File: config.mk
export PLATFORM = sky130hd
export DESIGN_NAME = control_sequencer
export DESIGN_NICKNAME = d
export VERILOG_FILES = /design/src/rtl/cpu_ctrl_defs.sv /design/src/rtl/ctrl_op_decode.sv /design/src/rtl/control_sequencer.sv
export SDC_FILE = /design/constraint.sdc
export NUM_CORES = 1
export LEC_CHECK = 0
export CAP_MARGIN = 20
export CORE_ASPECT_RATIO = 0.9
export CORE_UTILIZATION = 45
export DETAILED_ROUTE_END_ITERATION = 8
export PLACE_DENSITY = 0.88
export SYNTH_ARGS = -nofsm -noshare
export SYNTH_HDL_FRONTEND = slang
export SYNTH_SLANG_ARGS = --single-unit
File: constraint.sdc
create_clock -name clk -period 3.64 [get_ports clk]
set_input_delay 0.546 -clock clk [delete_from_list [all_inputs] [get_ports clk]]
set_output_delay 0.546 -clock clk [all_outputs]
set_load 0.005 [all_outputs]
File: src/rtl/cpu_ctrl_defs.sv
// Shared control-unit definitions: instruction opcodes, ALU codes, FSM states
// and the strobe bundle passed around inside the sequencer.
package cpu_ctrl_defs;

   localparam logic [4:0] OP_LD   = 5'd0;
   localparam logic [4:0] OP_LDI  = 5'd1;
   localparam logic [4:0] OP_ST   = 5'd2;
   localparam logic [4:0] OP_ADD  = 5'd3;
   localparam logic [4:0] OP_SUB  = 5'd4;
   localparam logic [4:0] OP_SHR  = 5'd5;
   localparam logic [4:0] OP_SHL  = 5'd6;
   localparam logic [4:0] OP_ROR  = 5'd7;
   localparam logic [4:0] OP_ROL  = 5'd8;
   localparam logic [4:0] OP_AND  = 5'd9;
   localparam logic [4:0] OP_OR   = 5'd10;
   localparam logic [4:0] OP_ADDI = 5'd11;
   localparam logic [4:0] OP_ANDI = 5'd12;
   localparam logic [4:0] OP_ORI  = 5'd13;
   localparam logic [4:0] OP_MUL  = 5'd14;
   localparam logic [4:0] OP_DIV  = 5'd15;
   localparam logic [4:0] OP_NEG  = 5'd16;
   localparam logic [4:0] OP_NOT  = 5'd17;
   localparam logic [4:0] OP_BR   = 5'd18;
   localparam logic [4:0] OP_JR   = 5'd19;
   localparam logic [4:0] OP_IN   = 5'd21;
   localparam logic [4:0] OP_OUT  = 5'd22;
   localparam logic [4:0] OP_MFHI = 5'd23;
   localparam logic [4:0] OP_MFLO = 5'd24;
   localparam logic [4:0] OP_NOP  = 5'd25;
   localparam logic [4:0] OP_HALT = 5'd26;

   localparam logic [4:0] ALU_AND = 5'd0;
   localparam logic [4:0] ALU_OR  = 5'd1;
   localparam logic [4:0] ALU_ADD = 5'd2;
   localparam logic [4:0] ALU_SUB = 5'd3;
   localparam logic [4:0] ALU_MUL = 5'd4;
   localparam logic [4:0] ALU_DIV = 5'd5;
   localparam logic [4:0] ALU_SHR = 5'd6;
   localparam logic [4:0] ALU_SHL = 5'd7;
   localparam logic [4:0] ALU_ROR = 5'd8;
   localparam logic [4:0] ALU_ROL = 5'd9;
   localparam logic [4:0] ALU_NEG = 5'd10;
   localparam logic [4:0] ALU_NOT = 5'd11;
   localparam logic [4:0] ALU_INC = 5'd12;

   typedef enum logic [3:0] {
      S_T0 = 4'd0, S_T1 = 4'd1, S_T2 = 4'd2, S_T3 = 4'd3,
      S_T4 = 4'd4, S_T5 = 4'd5, S_T6 = 4'd6, S_T7 = 4'd7,
      S_HALT = 4'd8
   } state_t;

   typedef enum logic [3:0] {
      C_LD, C_LDI, C_ST, C_RTYPE, C_IMM, C_UNARY, C_MULDIV, C_BR,
      C_JR, C_IN, C_OUT, C_MFHI, C_MFLO, C_NOP, C_HALT
   } iclass_t;

   typedef struct packed {
      logic pc_out, pc_in, inc_pc;
      logic mar_in, mdr_in, mdr_out, read, write;
      logic ir_in, y_in, z_in, zlow_out, zhigh_out;
      logic hi_in, lo_in, hi_out, lo_out;
      logic gra, grb, grc, r_in, r_out, ba_out, c_out;
      logic con_in, outport_in, inport_out;
   } strobes_t;

endpackage

File: src/rtl/ctrl_op_decode.sv
// Combinational opcode decoder: instruction class, ALU operation and the
// index of the final execute step for each opcode.
module ctrl_op_decode
   import cpu_ctrl_defs::*;
#(
   parameter int OPW  = 5,
   parameter int ALUW = 5
) (
   input  logic [OPW-1:0]  opcode,
   output iclass_t         cls,
   output logic [ALUW-1:0] alu,
   output logic [2:0]      last_step
);

   logic [4:0] op5;
   assign op5 = 5'(opcode);

   always_comb begin
      cls       = C_NOP;
      alu       = ALUW'(ALU_ADD);
      last_step = 3'd2;
      case (op5)
         OP_LD:   begin cls = C_LD;     last_step = 3'd7; end
         OP_LDI:  begin cls = C_LDI;    last_step = 3'd5; end
         OP_ST:   begin cls = C_ST;     last_step = 3'd7; end
         OP_ADD:  begin cls = C_RTYPE;  last_step = 3'd5; alu = ALUW'(ALU_ADD); end
         OP_SUB:  begin cls = C_RTYPE;  last_step = 3'd5; alu = ALUW'(ALU_SUB); end
         OP_SHR:  begin cls = C_RTYPE;  last_step = 3'd5; alu = ALUW'(ALU_SHR); end
         OP_SHL:  begin cls = C_RTYPE;  last_step = 3'd5; alu = ALUW'(ALU_SHL); end
         OP_ROR:  begin cls = C_RTYPE;  last_step = 3'd5; alu = ALUW'(ALU_ROR); end
         OP_ROL:  begin cls = C_RTYPE;  last_step = 3'd5; alu = ALUW'(ALU_ROL); end
         OP_AND:  begin cls = C_RTYPE;  last_step = 3'd5; alu = ALUW'(ALU_AND); end
         OP_OR:   begin cls = C_RTYPE;  last_step = 3'd5; alu = ALUW'(ALU_OR);  end
         OP_ADDI: begin cls = C_IMM;    last_step = 3'd5; alu = ALUW'(ALU_ADD); end
         OP_ANDI: begin cls = C_IMM;    last_step = 3'd5; alu = ALUW'(ALU_AND); end
         OP_ORI:  begin cls = C_IMM;    last_step = 3'd5; alu = ALUW'(ALU_OR);  end
         OP_MUL:  begin cls = C_MULDIV; last_step = 3'd6; alu = ALUW'(ALU_MUL); end
         OP_DIV:  begin cls = C_MULDIV; last_step = 3'd6; alu = ALUW'(ALU_DIV); end
         OP_NEG:  begin cls = C_UNARY;  last_step = 3'd4; alu = ALUW'(ALU_NEG); end
         OP_NOT:  begin cls = C_UNARY;  last_step = 3'd4; alu = ALUW'(ALU_NOT); end
         OP_BR:   begin cls = C_BR;     last_step = 3'd6; end
         OP_JR:   begin cls = C_JR;     last_step = 3'd3; end
         OP_IN:   begin cls = C_IN;     last_step = 3'd3; end
         OP_OUT:  begin cls = C_OUT;    last_step = 3'd3; end
         OP_MFHI: begin cls = C_MFHI;   last_step = 3'd3; end
         OP_MFLO: begin cls = C_MFLO;   last_step = 3'd3; end
         OP_HALT: begin cls = C_HALT;   last_step = 3'd2; end
         default: begin cls = C_NOP;    last_step = 3'd2; end
      endcase
   end

endmodule

File: src/rtl/control_sequencer.sv
// Hardwired Moore control unit for Datapath2: one state per clock, fetch in
// T0-T2, opcode-dependent execute steps in T3-T7, and a HALT state.
module control_sequencer
   import cpu_ctrl_defs::*;
#(
   parameter int          OPW      = 5,
   parameter int          ALUW     = 5,
   parameter logic [31:0] RESET_PC = 32'd0
) (
   input  logic            clk,
   input  logic            clr,
   input  logic [31:0]     IR,
   input  logic            CON_FF,
   input  logic            Stop,
   output logic            PCout,
   output logic            PCin,
   output logic            IncPC,
   output logic            MARin,
   output logic            MDRin,
   output logic            MDRout,
   output logic            Read,
   output logic            Write,
   output logic            IRin,
   output logic            Yin,
   output logic            Zin,
   output logic            Zlowout,
   output logic            Zhighout,
   output logic            HIin,
   output logic            LOin,
   output logic            HIout,
   output logic            LOout,
   output logic            Gra,
   output logic            Grb,
   output logic            Grc,
   output logic            Rin,
   output logic            Rout,
   output logic            BAout,
   output logic            Cout,
   output logic            CONin,
   output logic            OutportIn,
   output logic            InportOut,
   output logic [ALUW-1:0] OpCode,
   output logic            Run
);

   // PC reset is owned by the datapath; the value is kept here for reference only.
   localparam logic [31:0] unused_reset_pc = RESET_PC;

   state_t          state, state_nxt;
   logic            fresh;
   logic            stop_pend;
   logic [ALUW-1:0] op_hold, op_now;
   strobes_t        s;
   iclass_t         cls;
   logic [ALUW-1:0] cls_alu;
   logic [2:0]      last_step;
   logic            unused_ir;

   assign unused_ir = ^IR[31-OPW:0];

   ctrl_op_decode #(.OPW(OPW), .ALUW(ALUW)) u_decode (
      .opcode    (IR[31 -: OPW]),
      .cls       (cls),
      .alu       (cls_alu),
      .last_step (last_step)
   );

   // fresh marks the quiet first cycle after clr; T0 strobes wait one cycle.
   always_ff @(posedge clk) begin
      if (clr) begin
         state     <= S_T0;
         fresh     <= 1'b1;
         stop_pend <= 1'b0;
         op_hold   <= '0;
      end else begin
         state <= state_nxt;
         fresh <= 1'b0;
         if (state_nxt == S_HALT)
            stop_pend <= 1'b0;
         else if (Stop && state != S_HALT)
            stop_pend <= 1'b1;
         if (s.z_in)
            op_hold <= op_now;
      end
   end

   always_comb begin
      state_nxt = state;
      s         = '0;
      op_now    = ALUW'(ALU_INC);

      case (state)
         S_T0: if (!fresh) begin
            state_nxt = S_T1;
            s.pc_out = 1'b1; s.mar_in = 1'b1; s.inc_pc = 1'b1; s.z_in = 1'b1;
            op_now   = ALUW'(ALU_INC);
         end
         S_T1: begin
            state_nxt = S_T2;
            s.zlow_out = 1'b1; s.pc_in = 1'b1; s.read = 1'b1; s.mdr_in = 1'b1;
         end
         S_HALT: state_nxt = S_HALT;
         default: begin
            if (state[2:0] == last_step || state == S_T7)
               state_nxt = (cls == C_HALT || Stop || stop_pend) ? S_HALT : S_T0;
            else
               state_nxt = state_t'(state + 4'd1);
         end
      endcase

      case (state)
         S_T2: begin s.mdr_out = 1'b1; s.ir_in = 1'b1; end
         S_T3: case (cls)
            C_LD, C_LDI, C_ST: begin s.grb = 1'b1; s.ba_out = 1'b1; s.y_in = 1'b1; end
            C_RTYPE, C_IMM:    begin s.grb = 1'b1; s.r_out = 1'b1; s.y_in = 1'b1; end
            C_UNARY:  begin s.grb = 1'b1; s.r_out = 1'b1; s.z_in = 1'b1; op_now = cls_alu; end
            C_MULDIV: begin s.gra = 1'b1; s.r_out = 1'b1; s.y_in = 1'b1; end
            C_BR:     begin s.gra = 1'b1; s.r_out = 1'b1; s.con_in = 1'b1; end
            C_JR:     begin s.gra = 1'b1; s.r_out = 1'b1; s.pc_in = 1'b1; end
            C_IN:     begin s.inport_out = 1'b1; s.gra = 1'b1; s.r_in = 1'b1; end
            C_OUT:    begin s.gra = 1'b1; s.r_out = 1'b1; s.outport_in = 1'b1; end
            C_MFHI:   begin s.hi_out = 1'b1; s.gra = 1'b1; s.r_in = 1'b1; end
            C_MFLO:   begin s.lo_out = 1'b1; s.gra = 1'b1; s.r_in = 1'b1; end
            default: ;
         endcase
         S_T4: case (cls)
            C_LD, C_LDI, C_ST: begin s.c_out = 1'b1; s.z_in = 1'b1; op_now = ALUW'(ALU_ADD); end
            C_RTYPE:  begin s.grc = 1'b1; s.r_out = 1'b1; s.z_in = 1'b1; op_now = cls_alu; end
            C_IMM:    begin s.c_out = 1'b1; s.z_in = 1'b1; op_now = cls_alu; end
            C_UNARY:  begin s.zlow_out = 1'b1; s.gra = 1'b1; s.r_in = 1'b1; end
            C_MULDIV: begin s.grb = 1'b1; s.r_out = 1'b1; s.z_in = 1'b1; op_now = cls_alu; end
            C_BR:     begin s.pc_out = 1'b1; s.y_in = 1'b1; end
            default: ;
         endcase
         S_T5: case (cls)
            C_LD, C_ST:            begin s.zlow_out = 1'b1; s.mar_in = 1'b1; end
            C_LDI, C_RTYPE, C_IMM: begin s.zlow_out = 1'b1; s.gra = 1'b1; s.r_in = 1'b1; end
            C_MULDIV:              begin s.zlow_out = 1'b1; s.lo_in = 1'b1; end
            C_BR:     begin s.c_out = 1'b1; s.z_in = 1'b1; op_now = ALUW'(ALU_ADD); end
            default: ;
         endcase
         S_T6: case (cls)
            C_LD:     begin s.read = 1'b1; s.mdr_in = 1'b1; end
            C_ST:     begin s.gra = 1'b1; s.r_out = 1'b1; s.mdr_in = 1'b1; end
            C_MULDIV: begin s.zhigh_out = 1'b1; s.hi_in = 1'b1; end
            C_BR:     if (CON_FF) begin s.zlow_out = 1'b1; s.pc_in = 1'b1; end
            default: ;
         endcase
         S_T7: case (cls)
            C_LD:    begin s.mdr_out = 1'b1; s.gra = 1'b1; s.r_in = 1'b1; end
            C_ST:    s.write = 1'b1;
            default: ;
         endcase
         default: ;
      endcase
   end

   assign PCout     = s.pc_out;
   assign PCin      = s.pc_in;
   assign IncPC     = s.inc_pc;
   assign MARin     = s.mar_in;
   assign MDRin     = s.mdr_in;
   assign MDRout    = s.mdr_out;
   assign Read      = s.read;
   assign Write     = s.write;
   assign IRin      = s.ir_in;
   assign Yin       = s.y_in;
   assign Zin       = s.z_in;
   assign Zlowout   = s.zlow_out;
   assign Zhighout  = s.zhigh_out;
   assign HIin      = s.hi_in;
   assign LOin      = s.lo_in;
   assign HIout     = s.hi_out;
   assign LOout     = s.lo_out;
   assign Gra       = s.gra;
   assign Grb       = s.grb;
   assign Grc       = s.grc;
   assign Rin       = s.r_in;
   assign Rout      = s.r_out;
   assign BAout     = s.ba_out;
   assign Cout      = s.c_out;
   assign CONin     = s.con_in;
   assign OutportIn = s.outport_in;
   assign InportOut = s.inport_out;
   assign OpCode    = s.z_in ? op_now : op_hold;
   assign Run       = (state != S_HALT);

endmodule

==> impl_metrics.json <==
{
  "worstHoldPathCells": 2,
  "syn2layout_area_growth_pct": 31.35,
  "reg2reg_slack_ps": 1490,
  "postSynthNetCount": 250,
  "p_leak_nw": 0.7233,
  "worst_slack_ps": 196.0,
  "critical_path_arrival_ps": 2900,
  "setup_tns_ps": 0,
  "drv_cap": 0,
  "p_total_mw": 0.7461,
  "synthFlopType": "dfxtp_1",
  "synth-edff-count": 0,
  "antenna_found_initial": 0,
  "fmax_ghz": 0.2904,
  "num_vias": 1645,
  "period_needed_ps": 3444,
  "clock_latency_ps": 290,
  "endpoint_kind": "output port",
  "ir_worst_vdd_mv": 0.4047,
  "drt_iter0_drc": 85,
  "final_common_cell": "clkdlybuf4s50_1",
  "die_w_um": 61.81,
  "final_hold_viol_count": 0,
  "gp_congestion": 0.9445,
  "start_kind": "primary input",
  "diodes": 0,
  "numPortBuffers": 41,
  "synth.distinct_cells": 52,
  "rsz0062_at_grt": "false",
  "reg2reg_depth": 7,
  "final_util_pct": 62.06,
  "status": "finished clean",
  "dieArea_um2": 3451,
  "postLayoutCellArea_um2": 1903,
  "max-clock-path-buffers": 2,
  "dpl.cell_count": 286,
  "crit_type": "primary input to output port",
  "wl_um": 4222,
  "ios": 69,
  "grt_max_degree": 19,
  "ys_seq_area_share_pct": 15.20,
  "cts_tree": "yes",
  "nets": 289,
  "rows": 19,
  "relSlewSlack_pct": 65.81,
  "syn_area_per_cell_um2": 6.899,
  "drtPass1Iterations": 4,
  "cts.sinks": 11,
  "cts_buffers": 3,
  "syn_area_um2": 1449,
  "layout_common_cells": "41 x clkdlybuf4s50_1, 23 x nand2_1, 20 x nor2_1, 17 x a21oi_1, 12 x o21ai_0",
  "chipHeight_um": 55.83,
  "cts_max_level": 1,
  "coreArea_um2": 3067,
  "pre_cts_ws_ps": 151.7,
  "dp.final_hpwl_um": 3235,
  "drc_errors": 0,
  "tightest_slew_ps": 499.9,
  "placed_cell_area_um2": 1871,
  "globalRouteOverflowTotal": 0,
  "hold_class": "flop to flop",
  "vias_per_cell": 5.672,
  "startpoint": "IR[31]",
  "cellPowerDensity_nw_per_um2": 392.0,
  "fin_cells": 290,
  "cts_hold_buf": 0,
  "detail_route.wl_per_cell_um": 14.56,
  "setup_viol": 0,
  "grt_pass1_wl_um": 6858,
  "fin_skew_ps": 10.22,
  "post-route-period-util_pct": 94.61,
  "hold_start": "op_hold[4]$_SDFF_PP0_",
  "crit_fanout": 13,
  "drive_gt1_share_pct": 10.48,
  "ys_async_sr_fraction_pct": 0,
  "clk_pin_slew_ps": 80,
  "grt_usage_pct": 26.29,
  "initial_core_util_pct": 47.25,
  "yosysWarnings": 0,
  "grt_pass1_vias": 1434,
  "cp.required_ps": 3090,
  "synth_seq_cells": 11,
  "ant_nets": 0,
  "slew_violations": 0,
  "holdPathEnd": "op_hold[4]$_SDFF_PP0_",
  "root_buffer": "clkbuf_4",
  "timing.rr.end": "op_hold[2]$_SDFF_PP0_",
  "r2r_start": "state[1]$_SDFF_PP0_",
  "fin_hold_ws_ps": 446.0,
  "syn_inst": 210
}
## sequential cells by signal, indices dropped and copies added, names as in the netlist
signal     count
op_hold        5
state          4
fresh          1
stop_pend      1
## report_power, final
part	switching [mW]	total (mW)	internal, mW	leakage [nW]
combinational	0.239	0.493	0.254	0.618
clock	0.0453	0.0880	0.0427	0.0150
sequential	0.0236	0.165	0.141	0.0904
total	0.308	0.746	0.438	0.723
## cell type report
class | instances | area (um^2)
sequential | 11 | 220.2
inverter | 10 | 37.54
tap | 42 | 52.55
multi-input combinational | 171 | 1074
timing repair buffer | 52 | 493.0
fill | 290 | 1164
clock buffer | 4 | 26.28
## timing repair
item | 4_1_cts | 5_1_grt
resized for setup | 0 | 1
endpoints found under the setup margin | 0 | 3
setup buffers | 0 | 0
## cells in the mapped netlist (3+ instances only)
| cell type | number | area [um^2] |
|---|---|---|
| and2_1 | 4 | 25.02 |
| nor3_1 | 7 | 35.03 |
| xnor2_1 | 5 | 43.79 |
| nor2_1 | 20 | 75.07 |
| ha_1 | 4 | 50.05 |
| xor2_1 | 4 | 35.03 |
| nor4_1 | 5 | 31.28 |
| nand2_1 | 23 | 86.33 |
| buf_6 | 6 | 67.56 |
| inv_1 | 10 | 37.54 |
| o22ai_1 | 3 | 18.77 |
| nand3_1 | 8 | 40.04 |
| dfxtp_1 | 11 | 220.2 |
| clkbuf_1 | 7 | 26.28 |
| mux2i_1 | 3 | 30.03 |
| nand2b_1 | 7 | 43.79 |
| o21ai_0 | 12 | 60.06 |
| and3_1 | 3 | 18.77 |
| nor2b_1 | 7 | 43.79 |
| o221ai_1 | 3 | 26.28 |
| a21oi_1 | 17 | 85.08 |
## worst max-delay path, cell delays in order
cell             delay [ps]
clkdlybuf4s50_1         660
buf_4                   290
nand3_1                 170
a21oi_1                 130
nor3_1                  270
mux2_2                  390
clkdlybuf4s50_1         440
## logic make-up after synthesis
| kind of cell | count (synthesis) | share of synthesized area (%) |
|---|---|---|
| buf+inv | 28 | 11.14 |
| fa+ha+maj | 5 | 4.232 |
| xor+xnor | 9 | 5.440 |
| flops | 11 | 15.20 |
| compound gates | 59 | 28.07 |
| simple gates | 94 | 33.07 |
| mux | 4 | 2.850 |
## metal layers
metal,global-route usage (%),vias up,share of wire (%)
met5,0,-,0
met4,3.810,0,0.50
met3,4.884,2,6.0
met2,38.86,56,45
met1,40.03,755,48
li1,-,832,-
## worst max-delay path by stage
stage               slack (ps)   endpoint
CTS                        150  OpCode[4]
floorplan                 1380  OpCode[2]
global placement           220  OpCode[4]
finish                     200  OpCode[2]
detailed placement         150  OpCode[4]
global route                70  OpCode[2]
No activity file was read; power rests on OpenSTA's default activity.
